--- src/rtl/pc_gen_pkg.sv ---
// rtl/pc_gen_pkg.sv - shared PC step, default reset vector and fetch FSM encodings
package pc_gen_pkg;

  localparam logic [31:0] PC_STEP              = 32'd4;
  localparam logic [31:0] DEFAULT_RESET_VECTOR = 32'h0000_0000;

  localparam logic [1:0] ST_BOOT = 2'd0;
  localparam logic [1:0] ST_RUN  = 2'd1;
  localparam logic [1:0] ST_WAIT = 2'd2;
  localparam logic [1:0] ST_HOLD = 2'd3;

  function automatic logic [31:0] word_align(input logic [31:0] addr);
    return {addr[31:2], 2'b00};
  endfunction

endpackage

--- src/rtl/pc_gen_dff_set.sv ---
// rtl/pc_gen_dff_set.sv - enabled register that loads a fixed value on synchronous reset
module dff_set #(
  parameter int unsigned      DW       = 32,
  parameter logic [DW-1:0]    SET_DATA = '0
) (
  input  logic          clk,
  input  logic          rst,
  input  logic          en,
  input  logic [DW-1:0] din,
  output logic [DW-1:0] qout
);

  always_ff @(posedge clk) begin
    if (rst) begin
      qout <= SET_DATA;
    end else if (en) begin
      qout <= din;
    end
  end

endmodule

--- src/rtl/pc_gen.sv ---
// rtl/pc_gen.sv - fetch program counter generator with ROM wait states, stall and redirect
module pc_gen
  import pc_gen_pkg::*;
#(
  parameter logic [31:0] RESET_VECTOR = DEFAULT_RESET_VECTOR,
  parameter int unsigned ROM_WAIT     = 0
) (
  input  logic        clk,
  input  logic        rst,
  input  logic        jump_en_i,
  input  logic [31:0] jump_addr_i,
  input  logic        hold_flag_i,
  output logic [31:0] pc_o,
  output logic        pc_valid_o,
  output logic        misalign_o
);

  localparam logic [3:0] WAIT_LOAD = 4'(ROM_WAIT);
  localparam logic [1:0] ST_FETCH  = (ROM_WAIT == 0) ? ST_RUN : ST_WAIT;

  logic [1:0]  state, state_n;
  logic [1:0]  ret_state, ret_state_n;
  logic [3:0]  wait_cnt, wait_cnt_n;
  logic [31:0] pc_n;
  logic        pc_en;
  logic        misalign_n;

  dff_set #(
    .DW       (32),
    .SET_DATA (RESET_VECTOR)
  ) u_pc_reg (
    .clk  (clk),
    .rst  (rst),
    .en   (pc_en),
    .din  (pc_n),
    .qout (pc_o)
  );

  // In WAIT the counter runs ROM_WAIT..0, so every address is live ROM_WAIT+1 cycles
  always_comb begin
    state_n     = state;
    ret_state_n = ret_state;
    wait_cnt_n  = wait_cnt;
    pc_n        = pc_o;
    pc_en       = 1'b0;
    misalign_n  = 1'b0;
    if (jump_en_i) begin
      pc_n       = word_align(jump_addr_i);
      pc_en      = 1'b1;
      wait_cnt_n = WAIT_LOAD;
      state_n    = ST_FETCH;
      misalign_n = |jump_addr_i[1:0];
    end else begin
      case (state)
        ST_BOOT: begin
          state_n    = ST_FETCH;
          wait_cnt_n = WAIT_LOAD;
        end
        ST_RUN: begin
          if (hold_flag_i) begin
            ret_state_n = ST_RUN;
            state_n     = ST_HOLD;
          end else if (ROM_WAIT == 0) begin
            pc_n  = pc_o + PC_STEP;
            pc_en = 1'b1;
          end else begin
            state_n    = ST_WAIT;
            wait_cnt_n = WAIT_LOAD;
          end
        end
        ST_WAIT: begin
          if (hold_flag_i) begin
            ret_state_n = ST_WAIT;
            state_n     = ST_HOLD;
          end else if (wait_cnt == 4'd0) begin
            pc_n       = pc_o + PC_STEP;
            pc_en      = 1'b1;
            wait_cnt_n = WAIT_LOAD;
          end else begin
            wait_cnt_n = wait_cnt - 4'd1;
          end
        end
        ST_HOLD: begin
          if (!hold_flag_i) begin
            state_n = ret_state;
          end
        end
        default: state_n = ST_BOOT;
      endcase
    end
  end

  always_ff @(posedge clk) begin
    if (rst) begin
      state      <= ST_BOOT;
      ret_state  <= ST_RUN;
      wait_cnt   <= WAIT_LOAD;
      misalign_o <= 1'b0;
    end else begin
      state      <= state_n;
      ret_state  <= ret_state_n;
      wait_cnt   <= wait_cnt_n;
      misalign_o <= misalign_n;
    end
  end

  assign pc_valid_o = (state != ST_BOOT);

endmodule

--- config.mk ---
export PLATFORM = sky130hd
export DESIGN_NAME = pc_gen
export DESIGN_NICKNAME = d
export VERILOG_FILES = /design/src/rtl/pc_gen_pkg.sv /design/src/rtl/pc_gen_dff_set.sv /design/src/rtl/pc_gen.sv
export SDC_FILE = /design/constraint.sdc
export NUM_CORES = 1
export LEC_CHECK = 0
export BUFFER_PORTS_ARGS = -buffer_cell sky130_fd_sc_hd__buf_4
export CAP_MARGIN = 20
export CORE_AREA = 2 2 78 80
export CTS_BUF_LIST = sky130_fd_sc_hd__clkbuf_8
export CTS_CLUSTER_SIZE = 14
export DETAILED_ROUTE_END_ITERATION = 8
export DIE_AREA = 0 0 80 82
export GPL_ROUTABILITY_DRIVEN = 0
export HOLD_SLACK_MARGIN = 0.05
export PLACE_DENSITY = 0.85
export SETUP_SLACK_MARGIN = 0.4
export SLEW_MARGIN = 20
export SYNTH_ARGS = -nofsm -noshare
export SYNTH_HDL_FRONTEND = slang
export SYNTH_HIERARCHICAL = 1
export SYNTH_SLANG_ARGS = --single-unit
--- constraint.sdc ---
create_clock -name clk -period 2.9 [get_ports clk]
set_input_delay 0.435 -clock clk [delete_from_list [all_inputs] [get_ports clk]]
set_output_delay 0.435 -clock clk [all_outputs]
set_load 0.02 [all_outputs]
==> Word-level counts from Yosys, hierarchy flattened <==
Index checks and enable logic that the tools add are counted.
{ "op_classes": {"add_sub_neg": 2, "eq_ne": 13, "mux": 20, "bitwise_logic": 1, "reduce_logical": 15} }
{ "ops": {"columns": ["cell", "count"], "rows": [
  ["$mux W32", 4],
  ["$pmux W32 S2", 1],
  ["$add A32 B3 Y32 const B", 1],
  ["$ne A3 B3 Y1 const B", 4],
  ["$mux W2", 4],
  ["$mux W4", 2],
  ["$ne A2 B2 Y1 const B", 4],
  ["$pmux W4 S2", 1],
  ["$reduce_or A2 Y1", 4],
  ["$pmux W2 S3", 1],
  ["$reduce_and A2 Y1", 3],
  ["$reduce_bool A2 Y1", 3],
  ["$mux W1", 5],
  ["$reduce_and A5 Y1", 1],
  ["$eq A2 B2 Y1 const B", 2],
  ["$logic_not A4 Y1", 1],
  ["$pmux W2 S2", 1],
  ["$reduce_and A4 Y1", 1],
  ["$sub A4 B1 Y4 const B", 1],
  ["$ne A3 B1 Y1 const B", 1],
  ["$reduce_bool A3 Y1", 1],
  ["$eq A2 B1 Y1 const B", 1],
  ["$logic_not A2 Y1", 1],
  ["$ne A2 B1 Y1 const B", 1],
  ["other kinds (2)", 2]
]} }
{ "totals": {"reg_bits": 41, "input_bits": 36, "elab_cells": 57} }

==> Logic depth before layout (Yosys ltp) <==
{ "depth": {"depth_word": 6, "mapped_depth": 11, "mapped_depth_nobuf": 9} }

==> Hierarchy <==
The synthesis kept the hierarchy.
{ "modules_own_cells": {"columns": ["module", "n_inst", "cells_each", "area_each_um2", "seq_area_each_um2"], "rows": [
  ["pc_gen", 1, 304, 1958.1, 180.2],
  ["dff_set", 1, 103, 1163.6, 640.6]
]} }

==> Least setup slack after synthesis <==
Ideal clock, no wire load.
{ "synth_timing": {"path_kind": "register to register", "start": "reg state[0]", "end": "reg u_pc_reg.qout[4]", "setup_ns": 0.128, "arrival_ns": 2.048, "t_required_ns": 2.772, "setup_slack_ns": 0.725, "path_stages_with_launch": 12, "n_path_buf": 4, "period_less_slack_ns": 2.175, "cell_sequence": "dfxtp_1 inv_1 ha_1 buf_2 and4bb_2 o21bai_1 clkbuf_1 nand2_1 buf_6 buf_12 mux2i_1 nor2_1"} }
{ "synth_via": {"elab_chain_cells": 4, "word_cells_on_any_way": 11} }
{ "synth_lines": {"columns": ["item", "line", "rtl"], "rows": [
  ["start: declaration", "pc_gen.sv:21", "logic [1:0] state, state_n;"],
  ["start signal: assignment", "pc_gen.sv:100", "state <= state_n;"],
  ["$eq A2 B2 Y1 / $eq A2 B1 Y1 (equally long branches)", "pc_gen.sv:54", "case (state)"],
  ["$pmux W1 S2 (*)", "pc_gen.sv:54", null],
  ["$mux W1 (*)", "pc_gen.sv:47", "if (jump_en_i) begin"],
  ["net pc_en", "pc_gen.sv:25", "logic pc_en;"],
  ["$reduce_and A5 Y1 (no line) (*)", null, null],
  ["end signal: assignment", "pc_gen_dff_set.sv:17", "qout <= din;"],
  ["end: declaration", "pc_gen_dff_set.sv:10", "output logic [DW-1:0] qout"]
]} }
The timed path passes the listed nets; every way through them passes the cells marked *.
A chain may end at the register's enable or synchronous reset.

==> Worst setup path after layout <==
{ "layout_timing": {"start": "reg state[1]", "end": "reg u_pc_reg.qout[21]"} }
Same word-level chain as after synthesis.

==> out/metrics.csv <==
metric,value,unit
yosys.area.top_type_share,0.263,
crit_path_frequent_cell,buf_4,
rsz0062_at_grt,false,
critPathTopFamily,buffers and inverters,
core,0.00575,sq mm
ys_top_cells_by_area,"dfxtp_1 (26%), mux2i_1 (11%), nor2_1 (7.5%), o21ai_0 (5.5%), a21oi_1 (3.8%)",
nets,510,
clockBufferDepth,2,
power.switching,0.462,mW
min_period,2.35,ns
clk_latency,0.30,ns
comb_power_share,0.267,
routed-via-count,3328,
numCtsBuffers,5,
setup_slack,0.547,ns
final.setup.tns,0,ns
antenna_cells,0,
dp.final_hpwl,6020,um
fin_skew,0.0108,ns
drc,0,
hold_viol_final,0,
synthAdderAreaFrac,0.0281,
wire_per_inst,16.2,um
syn-num-nets,450,
yosysSeqAreaShare,0.263,
worstPathArrival,2.54,ns
synth_cell_types,60,
maxSlewHeadroom,0.496,
gr-total-overflow,0,
ys_warn_count,6,
grt_pass1_wl,14400,um
yosysMostFrequentCell,nor2_1,
maxCapViolCount,0,
cts_tree,yes,
drive_above_1_share,0.223,
initial_core_util,0.543,
ctsHtreeMaxLevel,2,
synth_xor_area_frac,0.00281,
intPower,0.912,mW
fp-row-count,28,
crit_path_top_delay_cell,ha_2,
cp_max_fo,17,
netlist_instances,407,
synth.avg_cell_area,7.67,sq um
clock-sinks,41,
yosys_most_used_dff,dfxtp_1,
synthArstFlopShare,0,
finalSetupViolCount,0,
antenna_found_initial,0,
grtUsageTotal,0.271,
post-route-util,0.649,
grt_max_degree,51,
die_h,82,um
start_kind,flop,
p_leak,1.59,nW
powerDensity,368,mW/mm^2
wl,8740,um
synth_top_area_cell,dfxtp_1,
io_pins,70,
cpPeakStageDelay,0.48,ns
die_x,80,um
multi_input_area,0.00209,sq mm
fill_cells,533,
clockPowerShare,0.263,
synth_seq_cells,41,
viasPerCell,6.15,
ff_latch_area,821,sq um
crit_buf_inv,3,
synth_common_cells,"nor2_1 (62), dfxtp_1 (41), mux2i_1 (35)",
synth_edf_count,0,
worstMarginPinSlew,0.756,ns
crit_path_end_kind,flop,
first_global_vias,3018,
dp.cells,533,
ant_nets,0,
dr.pass1.iters,5,
fin_crit_sh,0.811,
fin_cells,541,
required,3.08,ns
synth_area,0.00312,sq mm
crit_chain,"inv_1, ha_2, nand2b_1, o21bai_1, buf_4, nand2_2, buf_4, mux2i_1, nor2_1",
final_max_slew_viol_count,0,
syn_to_final_growth,19.4,%
portBuffers,69,
synth_top_family_by_area,simple AND/OR/NAND/NOR gates,
synth.area.mux_share,0.119,
ir_worst_vdd,0.000225,V
pwr-share-seq,0.470,
hold_path.class,in2reg,
synth-simple-area-share,0.310,
drtIter0Drc,309,
clock.fmax,425,MHz
clkTransAtPathRegs,0.08,ns
crit_type,reg2reg,
pre_cts_slack,0.349,ns
p_sw_frac,0.336,
synth-compound-area-share,0.205,
post_cts_hold_buffer_count,0,
die_area,0.00656,sq mm
root_buffer,clkbuf_8,
status,finished clean,
## worst paths after layout
path                                         end  slack [ns]                       from  depth (start not counted)
setup / recovery  u_pc_reg/qout[21]$_SDFFE_PP0P_        0.55      state[1]$_SDFFE_PP0P_                          9
setup reg to reg  u_pc_reg/qout[21]$_SDFFE_PP0P_        0.55      state[1]$_SDFFE_PP0P_                          9
hold reg to reg        ret_state[1]$_SDFFE_PP0P_        0.52  ret_state[1]$_SDFFE_PP0P_                          2
hold / removal             misalign_o$_SDFF_PP0_        0.40             jump_addr_i[0]                          3
## power by group through the flow
| stage | registers (mW) | clock network, mW | logic, mW |
|---|---|---|---|
| final | 0.646 | 0.361 | 0.367 |
| after global placement | 0.654 | 0 | 0.347 |
| after global routing | 0.652 | 0.382 | 0.399 |
| after CTS | 0.644 | 0.366 | 0.360 |
| after floorplan | 0.677 | 0 | 0.213 |
| after detailed placement | 0.656 | 0 | 0.357 |
## worst min-delay path, delay by kind of cell
kind,cells,cell delay (ns)
buf+inv,1,0.08
simple gates,2,0.14
## per-stage QoR
stage / hold WS (ns) / area (sq um) / total power, mW
2_1_floorplan: 0.448 / 3120 / 0.890
3_3_place_gp: 0.472 / 3620 / 1.00
3_5_place_dp: 0.492 / 3620 / 1.01
4_1_cts: 0.405 / 3700 / 1.37
5_1_grt: 0.404 / 3730 / 1.43
6_report: 0.404 / 3730 / 1.37
## registers in the layout (all words and copies together) (netlist names)
name / cells
wait_cnt: 4
misalign_o: 1
ret_state: 2
u_pc_reg/qout: 32
state: 2
## repair_timing
action	CTS	global route
gates resized for setup	1	2
hold endpoints to repair	0	0
setup buffers	0	2
pin swaps	0	1
setup endpoints to repair	4	26
## cells in the final DEF, fill, tap and decap left out, types with 3 or more instances in the layout
| cell | count |
|---|---|
| a211oi_1 | 3 |
| a21oi_1 | 24 |
| a221oi_1 | 3 |
| a22oi_1 | 3 |
| a2bb2oi_1 | 4 |
| a31oi_1 | 6 |
| a41oi_1 | 3 |
| buf_4 | 78 |
| clkbuf_8 | 5 |
| dfxtp_1 | 41 |
| ha_1 | 6 |
| inv_1 | 16 |
| mux2i_1 | 35 |
| nand2_1 | 29 |
| nand2b_1 | 5 |
| nand3_1 | 16 |
| nand4_1 | 6 |
| nor2_1 | 62 |
| nor2b_1 | 9 |
| nor3_1 | 10 |
| nor3b_1 | 6 |
| nor4_1 | 4 |
| o21a_1 | 5 |
| o21ai_0 | 34 |
| o21ai_1 | 3 |
| o221ai_1 | 3 |
| o22ai_1 | 3 |
| or3_1 | 3 |
## area by class of cell
| class | instances | share of cell area |
|---|---|---|
| Timing Repair Buffer | 78 | 0.157 |
| Inverter | 16 | 0.0161 |
| Multi-Input combinational cell | 325 | 0.562 |
| Tap cell | 75 | 0.0252 |
| Sequential cell | 41 | 0.220 |
| Clock inverter | 1 | 0.00134 |
| Clock buffer | 5 | 0.0185 |
## cell families (layout without fill, tap and decap cells)
group | Yosys count | in the layout
compound gates | 104 | 104
fa+ha+maj | 7 | 7
mux | 37 | 37
buf+inv | 41 | 100
flops | 41 | 41
simple gates | 176 | 176
xor+xnor | 1 | 1
## routing by layer
metal | share of wire | wire length (um) | GRT usage | up-vias
li1 | - | - | - | 1596
met1 | 0.43 | 3730 | 0.366 | 1584
met2 | 0.50 | 4370 | 0.452 | 141
met3 | 0.066 | 576 | 0.0484 | 7
met4 | 0.0067 | 59 | 0.0627 | 0
met5 | 0 | 0 | 0 | -
Power figures use the tool's default switching activity.
